==> src/rtl/spi_pixel_master.sv <==
// SPI mode-0 master that sends 4-byte pixel-write packets MSB first.
// CSel is framed per byte; every output comes straight from a flop.
module spi_pixel_master #(
  parameter int HalfPeriod = 2,
  parameter int ByteGap    = 2,
  parameter int PacketGap  = 8
) (
  input  logic        MainClkSrc,
  input  logic        NReset,
  input  logic [31:0] CmdData,
  input  logic        CmdValid,
  output logic        CmdReady,
  output logic        Busy,
  output logic        Done,
  output logic        Sclk,
  output logic        Mosi,
  output logic        CSel
);
  localparam int MaxHb  = (HalfPeriod > ByteGap) ? HalfPeriod : ByteGap;
  localparam int MaxLen = (MaxHb > PacketGap) ? MaxHb : PacketGap;
  localparam int CntW   = $clog2(MaxLen + 1);
  localparam logic [CntW-1:0] HalfLd = CntW'(HalfPeriod - 1);
  localparam logic [CntW-1:0] ByteLd = CntW'(ByteGap - 1);
  localparam logic [CntW-1:0] PktLd  = CntW'(PacketGap - 1);

  typedef enum logic [1:0] {IDLE, LOW, HIGH, GAP} state_e;

  state_e          state_q, state_d;
  logic [CntW-1:0] cnt_q, cnt_d;
  logic [2:0]      bit_q, bit_d;
  logic [1:0]      byte_q, byte_d;
  logic [31:0]     shift_q, shift_d;
  logic            ready_q, ready_d, busy_q, busy_d, done_q, done_d;
  logic            sclk_q, sclk_d, mosi_q, mosi_d, csel_q, csel_d;
  logic            accept, cnt_zero;

  assign accept   = (state_q == IDLE) && CmdValid && ready_q;
  assign cnt_zero = (cnt_q == '0);

  always_ff @(posedge MainClkSrc or negedge NReset) begin
    if (!NReset) begin
      state_q <= IDLE;
      cnt_q   <= '0;
      bit_q   <= '0;
      byte_q  <= '0;
      shift_q <= '0;
      ready_q <= 1'b0;
      busy_q  <= 1'b0;
      done_q  <= 1'b0;
      sclk_q  <= 1'b0;
      mosi_q  <= 1'b0;
      csel_q  <= 1'b1;
    end else begin
      state_q <= state_d;
      cnt_q   <= cnt_d;
      bit_q   <= bit_d;
      byte_q  <= byte_d;
      shift_q <= shift_d;
      ready_q <= ready_d;
      busy_q  <= busy_d;
      done_q  <= done_d;
      sclk_q  <= sclk_d;
      mosi_q  <= mosi_d;
      csel_q  <= csel_d;
    end
  end

  always_comb begin
    state_d = state_q;
    case (state_q)
      IDLE:    if (accept) state_d = LOW;
      LOW:     if (cnt_zero) state_d = HIGH;
      HIGH:    if (cnt_zero) state_d = (bit_q == 3'd7) ? GAP : LOW;
      GAP:     if (cnt_zero) state_d = (byte_q == 2'd3) ? IDLE : LOW;
      default: state_d = IDLE;
    endcase
  end

  always_comb begin
    cnt_d   = cnt_q;
    bit_d   = bit_q;
    byte_d  = byte_q;
    shift_d = shift_q;
    ready_d = ready_q;
    busy_d  = busy_q;
    done_d  = 1'b0;
    sclk_d  = sclk_q;
    mosi_d  = mosi_q;
    csel_d  = csel_q;
    case (state_q)
      IDLE: begin
        ready_d = 1'b1;
        busy_d  = 1'b0;
        if (accept) begin
          shift_d = CmdData;
          bit_d   = '0;
          byte_d  = '0;
          cnt_d   = HalfLd;
          csel_d  = 1'b0;
          mosi_d  = CmdData[31];
          ready_d = 1'b0;
          busy_d  = 1'b1;
        end
      end
      LOW: begin
        if (cnt_zero) begin
          sclk_d = 1'b1;
          cnt_d  = HalfLd;
        end else begin
          cnt_d = cnt_q - 1'b1;
        end
      end
      HIGH: begin
        if (cnt_zero) begin
          sclk_d  = 1'b0;
          shift_d = {shift_q[30:0], 1'b0};
          if (bit_q != 3'd7) begin
            bit_d  = bit_q + 3'd1;
            mosi_d = shift_q[30];
            cnt_d  = HalfLd;
          end else begin
            csel_d = 1'b1;
            mosi_d = 1'b0;
            cnt_d  = (byte_q == 2'd3) ? PktLd : ByteLd;
          end
        end else begin
          cnt_d = cnt_q - 1'b1;
        end
      end
      GAP: begin
        if (cnt_zero) begin
          if (byte_q != 2'd3) begin
            // shift register already holds the next byte at the top
            byte_d = byte_q + 2'd1;
            bit_d  = '0;
            csel_d = 1'b0;
            mosi_d = shift_q[31];
            cnt_d  = HalfLd;
          end else begin
            done_d  = 1'b1;
            ready_d = 1'b1;
            busy_d  = 1'b0;
          end
        end else begin
          cnt_d = cnt_q - 1'b1;
        end
      end
      default: ;
    endcase
  end

  assign CmdReady = ready_q;
  assign Busy     = busy_q;
  assign Done     = done_q;
  assign Sclk     = sclk_q;
  assign Mosi     = mosi_q;
  assign CSel     = csel_q;
endmodule

==> config.mk <==
export PLATFORM = sky130hd
export DESIGN_NAME = spi_pixel_master
export DESIGN_NICKNAME = d
export VERILOG_FILES = /design/src/rtl/spi_pixel_master.sv
export SDC_FILE = /design/constraint.sdc
export NUM_CORES = 1
export LEC_CHECK = 0
export ABC_AREA = 1
export CAP_MARGIN = 20
export CORE_UTILIZATION = 45
export DETAILED_ROUTE_END_ITERATION = 8
export GPL_TIMING_DRIVEN = 0
export PLACE_DENSITY = 0.67
export SKIP_CTS_REPAIR_TIMING = 1
export SYNTH_ARGS = -nofsm -noshare
export SYNTH_HDL_FRONTEND = slang
export SYNTH_SLANG_ARGS = --single-unit
==> constraint.sdc <==
create_clock -name MainClkSrc -period 2.2 [get_ports MainClkSrc]
set_input_delay 0.33 -clock MainClkSrc [delete_from_list [all_inputs] [get_ports MainClkSrc]]
set_output_delay 0.33 -clock MainClkSrc [all_outputs]
set_load 0.02 [all_outputs]
==> impl_results.md <==
* Largest net degree at the start of global routing at 38
* Sw Pwr at 0.339 mW
* Sequential area share after synthesis at 46.4%
* Vias at 2149
* Setup TNS at 0 ns
* Ys async rst share at 100%
* Largest cells by area after synthesis: dfrtp_1 45%, nand2_1 14%, o21ai_2 9.3%
* TritonCTS clock tree: yes
* Main synth FF type: dfrtp_1
* R2r startpoint: cnt_q[0]
* Switch share at 21.3%
* Clock-pin slew on the worst setup and hold paths at 0.09 ns
* Layout Nets at 413
* Clock buffer depth at 2
* Part of the power in registers at 56.6%
* Layout cells sized above 1 at 16.5%
* CP max-delay cell: clkdlybuf4s50_1
* Critical Path RT at 1.87 ns
* Row cnt at 27
* GR Overflow Total at 0
* Area of the multi-input gates at 1130 µm²
* Via density at 4.81
* Total GRT Usage at 19.7%
* Yosys top cell area share at 45.5%
* Placed cell count at 438
* Sequential Area at 1230 µm²
* Most common cell in the synthesized netlist: nand2_1
* Max-Cap Viols at 0
* Drt drc at 0
* Initial core utilization at 47.4%
* RSZ-0062 raised after global routing: no
* Pwr per Cell Area at 488 nW/µm²
* CP endpoint kind: output pin
* Yosys cell types at 23
* DP Wirelength at 3890 µm
* Vias in the first global route at 2124
* Buffers on Ports at 40
* Comb pwr share at 6.9%
* Setup violators final at 0
* Worst stage delay on the critical path at 0.59 ns
* Status: complete, no violations
* Initial drt markers at 76
* DR WL/cell at 11.7 µm
* # fillers at 548
* Mapped Area at 2640 µm²
* Clock Latency Late Sink at 0.30 ns
* Crit path time final at 1.76 ns
* Worst Skew at 0.00718 ns
* Internal power at 1.25 mW
* Max frequency at 568 MHz
* Worst min path class: input pin to asynchronous set/reset pin
* CP Class: register to output pin
* Die Ht at 78.6 µm
* Warnings from Yosys at 0
* Largest area contributor in the netlist: dfrtp_1
* Synthesized area per cell at 8.13 µm²
* Area grow syn2layout at 23.3%
* Remaining antenna violation count at 0
* Worst setup margin at 0.439 ns
* Root Driver: clkbuf_8
* CTS buffer count at 5
* Startpoint types: register
* Non-Filler Instances at 447
* N_diodes at 0
* Post-synth top cells: 101 x nand2_1, 48 x dfrtp_1, 44 x inv_1
* Die area at 6180 µm²
* Post-Synthesis Cells at 325
* Chip Width at 78.6 µm
* Crit Path Max Fanout at 2
* Final design utilization at 58.5%
* Syn nets at 364
* DRT Pass-1 Iters at 4
* Place WS at 0.517 ns
* Fin crit share at 80.0%
* Top Ports at 41
* Setup crit start: CSel
* CTS Sinks at 49
* Final Cell Area at 3260 µm²
* Number of H-tree levels at 2
* Global-route wire length before repair at 9610 µm
* Slew Limit Fails at 0
* Clk pwr share at 36.6%
* Top delay family on crit path: buffers and inverters
* Initial antenna violation count at 0
* Arrival time worst endpoint at 1.43 ns
* Core ar. at 5570 µm²
* Lkg Pwr at 1.62 nW
* Max transition margin at 75.6%
* Routed WL at 5230 µm
* CP Buf/Inv Count at 1
* Hold Fails Final Rpt at 0
* Worst Tran Pin Value at 0.366 ns
* Post-synth EDFFs at 0
* Worst path cell trace: clkdlybuf4s50_1
* Routability congestion estimate at 0.824
* Peak VDD IR at 0.236 mV
* Seq cells post-synth at 49
* DP Area at 3150 µm²
==> power by group through the flow <==
stage                     clock network (mW)  registers [mW]  logic (mW)
after floorplan                            0           0.918      0.0225
after global placement                     0           0.918       0.106
after detailed placement                   0           0.918       0.110
after CTS                              0.600           0.900       0.110
after global routing                   0.635           0.900       0.124
final                                  0.582           0.900       0.109
==> cell usage in the layout (no fill, tap or decap), drive strengths merged, types with 2 or more instances in the layout <==
master,n
ha,4
buf,14
clkbuf,9
nand2,106
nand3b,2
inv,45
nand4,5
o21ai,69
nor2,11
dfrtp,48
nand3,18
clkdlybuf4s50,39
==> metrics by stage <==
stage                     hold slack, ns  power, mW
after floorplan                   0.0344      0.941
after global placement             0.455       1.02
after detailed placement           0.249       1.03
after CTS                        -0.0833       1.61
after global routing               0.474       1.66
final                              0.441       1.59
==> metal layers <==
layer | global-route usage, % | routed length, µm
met5 | 0 | 0
met4 | 5.37 | 67
met3 | 3.60 | 205
met2 | 33.1 | 2420
met1 | 25.8 | 2530
==> layout make-up <==
type,instances,share of cell area [%]
Clock inverter,1,0.154
Buffer,14,3.69
Multi-Input combinational cell,217,34.5
Inverter,45,5.18
Clock buffer,7,2.96
Tap cell,72,2.76
Timing Repair Buffer,42,13.1
Sequential cell,49,37.7
==> registers in the layout (all words and copies together) (netlist names), 2 cells and up <==
name / flops
bit_q: 3
byte_q: 2
cnt_q: 4
shift_q: 32
state_q: 2
==> kinds of logic after synthesis <==
logic type	Yosys count	synth area share (%)
DFF	49	46.4
AOI/OAI and AO/OA	70	17.7
xor gates and xnor gates	1	0.331
buffers and inverters	59	10.9
and+or+nand+nor	142	22.7
adders and majority gates	4	1.89
==> path summary, 6_finish.rpt <==
kind	to	slack (ns)	cells past startpoint
setup reg to reg	cnt_q[2]	0.51	8
setup / recovery	CSel	0.44	1
min in group MainClkSrc	CSel	0.47	2
max in group asynchronous	shift_q[16]	1.25	3
hold reg to reg	CSel	0.47	2
hold / removal	Done	0.44	2
Power figures use the tool's default switching activity.
==> RTL edit, RTL diff (same settings) <==
Encoding of `state_e`: now one-hot (4 bits for 4 states).
--- a/src/rtl/spi_pixel_master.sv
+++ b/src/rtl/spi_pixel_master.sv
@@ -23,7 +23,7 @@
   localparam logic [CntW-1:0] ByteLd = CntW'(ByteGap - 1);
   localparam logic [CntW-1:0] PktLd  = CntW'(PacketGap - 1);
 
-  typedef enum logic [1:0] {IDLE, LOW, HIGH, GAP} state_e;
+  typedef enum logic [3:0] {IDLE = 4'b0001, LOW = 4'b0010, HIGH = 4'b0100, GAP = 4'b1000} state_e;
 
   state_e          state_q, state_d;
   logic [CntW-1:0] cnt_q, cnt_d;
Function: no difference found for any inputs over 10 cycles, from zero or initial values and one cycle with NReset low; not proved beyond that.
==> RTL edit against the original RTL <==
- clock skew decreased by 0.0018 ns
- wire length increased by 12%
- die area increased by 7.5%
- highest routed layer unchanged
- synthesized cell count increased by 11%
- synthesized area increased by 7.7%
- final area increased by 6.8%
- sequential cell count increased by 2
- critical path depth unchanged
- global-route usage increased by 0.89 points
- final cell count increased by 8.9%
- setup slack got worse by 0.0021 ns
- sequential share of layout area decreased by 0.94 points
Power is not compared: it rests on default switching activity, and its combinational part moved more than twofold at a synthesized area within 25%.
==> RTL edit: results (changes against the original RTL) <==
Nets=451 (+9.2%); Psw=0.00158 W; initial drt markers=102 (+34%); final hold slack=0.462 ns (+0.0203 ns); adder-cell area share of the yosys netlist=0.0220 (+0.00305); Gate Count Post-Synth=362 (+11%); CTS H-Tree Depth=2 (unchanged); worst clock skew=0.00542 ns (-0.00176 ns); Synth area leaders=dfrtp_1, nand2_1, inv_1; clock-pin slew on the worst setup and hold paths=0.09 ns (about the same); metal3 WL=176 um (-14%); met2 global-route usage=0.350 (+0.0187); Synth Flop Type=dfrtp_1; register area share after synthesis=0.449 (-0.0151); Wirelength per Cell=12.0 um (+2.7%); RR Startpoint=cnt_q[0]; met1 GRT Util=0.257 (-0.00131); Synth Net Count=402 (+10%); Yosys cell types=28 (+22%); CTS Root Cell=clkbuf_8; share of cells above drive strength 1=0.146 (-0.0197); clk buf depth=2 (unchanged); GRT Overall Usage=0.206 (+0.00887); largest net degree at the start of global routing=38 (unchanged); Power Total=0.00397 W; Tightest Pin Transition=0.429 ns (+0.0622 ns); Post-synth top cells=nand2_1, dfrtp_1, inv_1, o21ai_0, o21ai_1; biggest regs=shift_q (32), cnt_q (4), state_q (4); M1 WL=2710 um (+7.2%); flop2flop setup slack=0.64 ns (+0.13 ns); placed cells=478 (+9.1%); First-pass DRT Iterations=6 (+2); status=completed; fillers=565 (+3.1%); HPWL Detailed=4410 um (+13%); via-per-instance ratio=4.92 (+2.4%); Hold/Removal Path Class=input pin to asynchronous set/reset pin; PortBufs=40 (unchanged); R2R cell count=9 (+1); met3 Usage GRT=0.0411 (+0.00506); final weighted congestion in routability-driven placement=0.883 (+7.2%); RR Endpoint=bit_q[1]; Met2 Wirelength=2880 um (+19%); final non-filler cell total=487 (+8.9%); number of global-route vias before repair=2351 (+11%); post-synthesis compound-gate area fraction=0.145 (-0.0315); ys async rst share=1.00 (unchanged); mux contribution to synthesized area=0 (unchanged); first-pass GRT wire length=10400 um (+8.5%); Synth Area in XOR/XNOR=0.00616 (+0.00284); clk_lat worst skew=0.30 ns (about the same)
RTL edit: per-stage QoR:
stage	setup slack (ns)	setup TNS, ns	cell area [um^2]
CTS	0.417	0	3470
floorplan	0.841	0	2850
finish	0.437	0	3480
detailed placement	0.583	0	3350
global placement	-0.778	-38.39	3340
global route	0.382	0	3480
RTL edit: area by class of cell:
type                            count  area [um^2]  share of cell area
Tap cell                           75         93.8              0.0269
Clock inverter                      2         35.0              0.0101
Inverter                           50          190              0.0546
Buffer                             13          105              0.0302
Timing Repair Buffer               42          425               0.122
Clock buffer                        6         82.6              0.0237
Multi-Input combinational cell    248         1270               0.365
Sequential cell                    51         1280               0.367
RTL edit: worst max-delay path by stage:
stage                  start     endpoint  slack (ns)  cells past startpoint
floorplan           cnt_q[0]  shift_q[15]        0.84                      9
global placement      NReset  shift_q[14]       -0.78                      1
detailed placement  CmdValid  shift_q[30]        0.58                      8
CTS                     CSel         CSel        0.42                      1
global route            CSel         CSel        0.38                      1
finish                  CSel         CSel        0.44                      1
